`config.mk`:
```
export PLATFORM = sky130hd
export DESIGN_NAME = mem_stage
export DESIGN_NICKNAME = d
export VERILOG_FILES = /design/src/rtl/mem_stage_pkg.sv /design/src/rtl/mem_align.sv /design/src/rtl/mem_stage.sv
export SDC_FILE = /design/constraint.sdc
export NUM_CORES = 1
export LEC_CHECK = 0
export CAP_MARGIN = 20
export CORE_AREA = 2 2 188 190
export CTS_CLUSTER_DIAMETER = 200
export DETAILED_ROUTE_END_ITERATION = 12
export DIE_AREA = 0 0 190 192
export PLACE_DENSITY = 0.7
export SKIP_LAST_GASP = 1
export SYNTH_ARGS = -nofsm -noshare
export SYNTH_HDL_FRONTEND = slang
export SYNTH_SLANG_ARGS = --single-unit
```
`constraint.sdc`:
```
create_clock -name clk -period 2 [get_ports clk]
set_clock_uncertainty 0.1 [all_clocks]
set_input_delay 0.4 -clock clk [delete_from_list [all_inputs] [get_ports clk]]
set_output_delay 0.4 -clock clk [all_outputs]
set_load 0.01 [all_outputs]
```
`src/rtl/mem_stage_pkg.sv`:
```
// Shared encodings for the memory stage: memory-op codes, FSM states and
// small op-classification helpers used by both the FSM and the lane logic.
package mem_stage_pkg;

  typedef enum logic [3:0] {
    MEM_OP_NONE = 4'd0,
    MEM_OP_LB   = 4'd1,
    MEM_OP_LH   = 4'd2,
    MEM_OP_LW   = 4'd3,
    MEM_OP_LD   = 4'd4,
    MEM_OP_LBU  = 4'd5,
    MEM_OP_LHU  = 4'd6,
    MEM_OP_LWU  = 4'd7,
    MEM_OP_SB   = 4'd8,
    MEM_OP_SH   = 4'd9,
    MEM_OP_SW   = 4'd10,
    MEM_OP_SD   = 4'd11
  } mem_op_e;

  typedef enum logic [1:0] {
    ST_IDLE = 2'd0,
    ST_BUSY = 2'd1,
    ST_DONE = 2'd2
  } state_e;

  function automatic logic op_is_load(input logic [3:0] op);
    return (op >= MEM_OP_LB) && (op <= MEM_OP_LWU);
  endfunction

  function automatic logic op_is_store(input logic [3:0] op);
    return (op >= MEM_OP_SB) && (op <= MEM_OP_SD);
  endfunction

  // log2 of the access size in bytes; codes outside the table behave as NONE
  function automatic logic [1:0] op_size_log2(input logic [3:0] op);
    case (op)
      MEM_OP_LH, MEM_OP_LHU, MEM_OP_SH: return 2'd1;
      MEM_OP_LW, MEM_OP_LWU, MEM_OP_SW: return 2'd2;
      MEM_OP_LD, MEM_OP_SD:             return 2'd3;
      default:                          return 2'd0;
    endcase
  endfunction

endpackage

```
`src/rtl/mem_align.sv`:
```
// Combinational byte-lane logic: alignment check, write mask and data shift for
// requests, and right-shift plus sign/zero extension for load responses.
module mem_align
  import mem_stage_pkg::*;
(
  input  logic [3:0]  i_req_op,
  input  logic [2:0]  i_req_off,
  input  logic [63:0] i_req_wdata,
  input  logic [3:0]  i_rsp_op,
  input  logic [2:0]  i_rsp_off,
  input  logic [63:0] i_rsp_rdata,
  output logic        o_misalign,
  output logic [7:0]  o_wmask,
  output logic [63:0] o_wdata,
  output logic [63:0] o_load_data
);

  logic [1:0]  w_req_size;
  logic [7:0]  w_lanes;
  logic [63:0] w_rsp_shifted;

  always_comb begin
    w_req_size = op_size_log2(i_req_op);
    case (w_req_size)
      2'd0:    w_lanes = 8'h01;
      2'd1:    w_lanes = 8'h03;
      2'd2:    w_lanes = 8'h0F;
      default: w_lanes = 8'hFF;
    endcase

    case (w_req_size)
      2'd1:    o_misalign = i_req_off[0];
      2'd2:    o_misalign = |i_req_off[1:0];
      2'd3:    o_misalign = |i_req_off;
      default: o_misalign = 1'b0;
    endcase

    o_wmask = op_is_store(i_req_op) ? (w_lanes << i_req_off) : 8'h00;
    o_wdata = i_req_wdata << {i_req_off, 3'b000};

    w_rsp_shifted = i_rsp_rdata >> {i_rsp_off, 3'b000};
    case (i_rsp_op)
      MEM_OP_LB:  o_load_data = {{56{w_rsp_shifted[7]}},  w_rsp_shifted[7:0]};
      MEM_OP_LH:  o_load_data = {{48{w_rsp_shifted[15]}}, w_rsp_shifted[15:0]};
      MEM_OP_LW:  o_load_data = {{32{w_rsp_shifted[31]}}, w_rsp_shifted[31:0]};
      MEM_OP_LBU: o_load_data = {56'd0, w_rsp_shifted[7:0]};
      MEM_OP_LHU: o_load_data = {48'd0, w_rsp_shifted[15:0]};
      MEM_OP_LWU: o_load_data = {32'd0, w_rsp_shifted[31:0]};
      default:    o_load_data = w_rsp_shifted;
    endcase
  end

endmodule

```
`src/rtl/mem_stage.sv`:
```
// Memory pipeline stage: accepts one op from execute, performs an optional
// data-memory access, and holds the result until write-back takes it.
module mem_stage
  import mem_stage_pkg::*;
(
  input  logic        clk,
  input  logic        rst,
  input  logic        ex_valid,
  output logic        ex_ready,
  input  logic [3:0]  ex_mem_op,
  input  logic [63:0] ex_addr,
  input  logic [63:0] ex_wdata,
  input  logic [63:0] ex_alu_result,
  input  logic        ex_rd_w_ena,
  input  logic [4:0]  ex_rd_w_addr,
  output logic        mem_req,
  output logic        mem_we,
  output logic [63:0] mem_addr,
  output logic [63:0] mem_wdata,
  output logic [7:0]  mem_wmask,
  input  logic        mem_ack,
  input  logic [63:0] mem_rdata,
  output logic        wb_valid,
  input  logic        wb_ready,
  output logic        wb_rd_w_ena,
  output logic [4:0]  wb_rd_w_addr,
  output logic [63:0] wb_rd_data,
  output logic        wb_misalign
);

  state_e      r_state, w_state_next;
  logic [3:0]  r_op;
  logic [2:0]  r_off;
  logic [63:0] r_mem_addr, r_mem_wdata, r_rd_data;
  logic [7:0]  r_mem_wmask;
  logic        r_mem_we, r_rd_w_ena, r_misalign;
  logic [4:0]  r_rd_w_addr;

  logic        w_accept, w_is_mem, w_go_busy, w_misalign;
  logic [7:0]  w_wmask;
  logic [63:0] w_wdata, w_load_data;

  mem_align u_align (
    .i_req_op    (ex_mem_op),
    .i_req_off   (ex_addr[2:0]),
    .i_req_wdata (ex_wdata),
    .i_rsp_op    (r_op),
    .i_rsp_off   (r_off),
    .i_rsp_rdata (mem_rdata),
    .o_misalign  (w_misalign),
    .o_wmask     (w_wmask),
    .o_wdata     (w_wdata),
    .o_load_data (w_load_data)
  );

  assign ex_ready  = (r_state == ST_IDLE) | ((r_state == ST_DONE) & wb_ready);
  assign w_accept  = ex_valid & ex_ready;
  assign w_is_mem  = op_is_load(ex_mem_op) | op_is_store(ex_mem_op);
  assign w_go_busy = w_is_mem & ~w_misalign;

  always_comb begin
    w_state_next = r_state;
    case (r_state)
      ST_IDLE: if (w_accept) w_state_next = w_go_busy ? ST_BUSY : ST_DONE;
      ST_BUSY: if (mem_ack) w_state_next = ST_DONE;
      ST_DONE: begin
        if (wb_ready) begin
          if (w_accept) w_state_next = w_go_busy ? ST_BUSY : ST_DONE;
          else          w_state_next = ST_IDLE;
        end
      end
      default: w_state_next = ST_IDLE;
    endcase
  end

  always_ff @(posedge clk) begin
    if (rst) begin
      r_state     <= ST_IDLE;
      r_op        <= 4'd0;
      r_off       <= 3'd0;
      r_mem_addr  <= 64'd0;
      r_mem_wdata <= 64'd0;
      r_mem_wmask <= 8'd0;
      r_mem_we    <= 1'b0;
      r_rd_w_ena  <= 1'b0;
      r_rd_w_addr <= 5'd0;
      r_rd_data   <= 64'd0;
      r_misalign  <= 1'b0;
    end else begin
      r_state <= w_state_next;
      if (w_accept) begin
        r_op        <= ex_mem_op;
        r_off       <= ex_addr[2:0];
        r_mem_addr  <= {ex_addr[63:3], 3'b000};
        r_mem_we    <= op_is_store(ex_mem_op);
        r_mem_wmask <= w_wmask;
        r_mem_wdata <= w_wdata;
        r_rd_w_addr <= ex_rd_w_addr;
        r_rd_w_ena  <= ex_rd_w_ena & (ex_rd_w_addr != 5'd0)
                       & ~op_is_store(ex_mem_op) & ~w_misalign;
        r_misalign  <= w_misalign;
        r_rd_data   <= w_is_mem ? 64'd0 : ex_alu_result;
      end else if ((r_state == ST_BUSY) && mem_ack && op_is_load(r_op)) begin
        r_rd_data <= w_load_data;
      end
    end
  end

  // Request fields come straight from registers, so they are stable across BUSY
  assign mem_req      = (r_state == ST_BUSY);
  assign mem_we       = r_mem_we;
  assign mem_addr     = r_mem_addr;
  assign mem_wdata    = r_mem_wdata;
  assign mem_wmask    = r_mem_wmask;
  assign wb_valid     = (r_state == ST_DONE);
  assign wb_rd_w_ena  = r_rd_w_ena;
  assign wb_rd_w_addr = r_rd_w_addr;
  assign wb_rd_data   = r_rd_data;
  assign wb_misalign  = r_misalign;

endmodule

```
==> out/metrics.cfg <==
[status]
status=finished with violations
violations=negative setup slack

[power]
seqPwrFrac=0.344
leakage_nw=7.715
combPwrFrac=0.328
p_sw_frac=0.3150
power.switching_mw=4.401
p_int_mw=9.573
p_per_area_mw_per_mm2=694.4
clkPwrFrac=0.329
vdd_drop_max_mv=0.6478

[die]
ios=482
rows=68
start_util=0.3539
die_h_microns=192
dieWidth_microns=190
core_area_sq_mm=0.03429
die-area_sq_mm=0.03648

[worst_setup_path]
path_class=flip-flop to flip-flop
rrSetupSlack_ns=-0.17
endpoint_kind=flip-flop
r2r_start=r_off[1]$_SDFFE_PP0P_
worst_ep_required_time_ns=2.34
ff2ff_path_depth=9
critical_path.startpoint_type=flip-flop
critPathMaxFanout=5
worst_ep_arrival_time_ns=2.50
reg2reg_to=wb_rd_data[50]$_SDFFE_PP0P_

[global_route]
grt_max_degree=56
grt_usage=0.2741
antenna_found_initial=0
grt.overflow.total=0
grt_pass1_wl_mm=77.87
grt_pass1_vias=13210

[clock_network]
clk_pin_slew_worst_paths_ns=0.06
cts-hold-fix-buffers=0
clock_path_buffers=3
clockRootBuffer=clkbuf_16
cts_inserted_buffers=26
cts.sinks=214
cts-htree-levels=1
cts_tree=done
clk_latency_ns=0.54

[logic_synthesis]
yosysSeqAreaShare=0.3531
synth_top_area_frac=0.3531
synth-edff-count=0
synth.distinct_cells=73
ys_ff_latch=214
netlist_instances=1406
synth_flop_cell=dfxtp_1
avgSynthCellArea_sq_um=8.630
async_flop_share=0
synth_area_sq_mm=0.01213
netlist_top_cells_area=dfxtp_1 (35%), nand2_1 (7.8%), mux2i_1 (6.9%)
synth_top_area_cell=dfxtp_1
synth_warnings=0

[route]
vias=13180
drt-total-wl_mm=52.51
routedWlPerCell_microns=21.49
viasPerCell=5.394
drc=0
drt_iter0_drc=796
ant_nets=0
first_pass_iters=5

[timing]
drv_slew=0
setup_viol=48
setup_slack_ns=-0.1662
fmax_ghz=0.4616
finalHoldViolations=0
max_slew_margin=0.4838
rsz0062_at_grt=true
period_needed_ns=2.166
tightest_slew_ns=0.7715
finalCritPeriodShare=1.083

[placed_design]
dp_slack_ns=-0.7408
portBuffers=478
routabilityCongestion=0.9084
dp_hpwl_mm=39.96

[worst_hold_path]
hold_class=input pin to flip-flop
holdPathEnd=mem_addr[21]$_SDFFE_PP0P_
hold_depth=2
worstHoldStart=rst

[flow_run]
cap_viol_max_count=0

[finish]
antenna_cells=0
area_growth_pct=65.84
drive_above_1_share=0.1992
final_util=0.5869
layout_commonest_cell=clkdlybuf4s50_1
mostFrequentLayoutCells=clkdlybuf4s50_1 (431), nand2_1 (251), dfxtp_1 (205), a21oi_1 (160), buf_4 (158)
fin_nets=2245

-- flip-flops by register name (all words and copies together) (netlist names) --
register      flops
mem_wdata        64
r_off             3
wb_misalign       1
mem_we            1
wb_rd_w_ena       1
r_state           2
wb_rd_w_addr      5
r_op              4
mem_addr         61
mem_wmask         8
wb_rd_data       64
-- cell type report --
type                            instances  area [sq um]
Clock buffer                           39         790.8
Fill cell                            3000         14160
Tap cell                              455         569.3
Inverter                                8         30.03
Sequential cell                       214          4303
Timing Repair Buffer                  676          6754
Multi-Input combinational cell       1044          7641
Clock inverter                          7         35.03
-- metrics by stage --
stage | cell area (sq um) | hold slack (ns) | instances | TNS (ns) | power [mW]
6_report | 20120 | 0.2340 | 2443 | -3.713 | 13.97
5_1_grt | 20120 | 0.2142 | 2443 | -6.967 | 14.57
4_1_cts | 19860 | 0.1921 | 2439 | -4.401 | 13.97
3_5_place_dp | 18610 | 0.3453 | 2383 | -84.19 | 9.222
3_3_place_gp | 18610 | 0.3409 | 2383 | -72.97 | 9.172
2_1_floorplan | 12170 | 0.3696 | 1408 | 0 | 6.907
-- synth_stat cells (all sizes together) (4+ instances only) --
library cell and count:
a2111oi 48, a211o 7, a211oi 42, a21oi 162
a221oi 15, a22oi 25, a2bb2oi 8, a311oi 9
a31oi 7, a32oi 8, buf 53, clkbuf 89
dfxtp 214, ha 4, inv 8, mux2 20
mux2i 84, mux4 23, nand2 251, nand2b 10
nor2 142, nor2b 22, nor3 21, nor3b 10
o211ai 8, o21a 4, o21ai 53, o22ai 8
or3 10
-- power groups by stage --
stage          Combinational [mW]  Sequential [mW]  Clock [mW]
2_1_floorplan                1.92             4.99           0
3_3_place_gp                 4.29             4.88           0
3_5_place_dp                 4.33             4.89           0
4_1_cts                      4.48             4.80        4.69
5_1_grt                      4.87             4.84        4.87
6_report                     4.58             4.80        4.59
-- worst max path at each step --
stage / endpoint / start / slack, ns / cells after the start
floorplan: wb_rd_data[42]$_SDFFE_PP0P_ / r_off[1]$_SDFFE_PP0P_ / 0.007 / 7
global placement: wb_rd_w_ena$_SDFFE_PP0P_ / ex_mem_op[1] / -0.61 / 8
detailed placement: wb_rd_w_ena$_SDFFE_PP0P_ / ex_mem_op[1] / -0.74 / 8
CTS: wb_rd_data[46]$_SDFFE_PP0P_ / r_off[1]$_SDFFE_PP0P_ / -0.15 / 8
global route: wb_rd_data[50]$_SDFFE_PP0P_ / r_off[1]$_SDFFE_PP0P_ / -0.21 / 9
finish: wb_rd_data[50]$_SDFFE_PP0P_ / r_off[1]$_SDFFE_PP0P_ / -0.17 / 9
-- cell families after synthesis --
kind of cell,Yosys count,synth area share
compound gates,423,0.2838
buf+inv,150,0.05589
fa+ha+maj,4,0.004125
simple gates,486,0.1716
other cells,1,0.0003090
flops,214,0.3531
mux,127,0.1305
xor+xnor,1,0.0007219
-- metal layers --
metal,GRT usage,part of all wire,vias up
li1,-,-,6218
met2,0.4729,0.48,597
met4,0.1097,0.040,0
met5,0,0,-
met3,0.06834,0.087,109
met1,0.3262,0.39,6253
-- repair_timing --
action                                  4_1_cts  5_1_grt
pin swaps                                     6        7
endpoints found under the setup margin       96       93
gates cloned                                  2        0
setup buffers                                 8        6
resized for setup                            87       62
-- worst max-delay path: stages (launching register included) --
cell,delay [ns]
dfxtp_4,0.36
buf_12,0.14
mux2i_4,0.21
a2bb2o_4,0.23
o31ai_4,0.27
a211oi_4,0.08
buf_6,0.15
buf_16,0.13
buf_4,0.13
a2111oi_4,0.26
No activity file was read; power rests on OpenSTA's default activity.
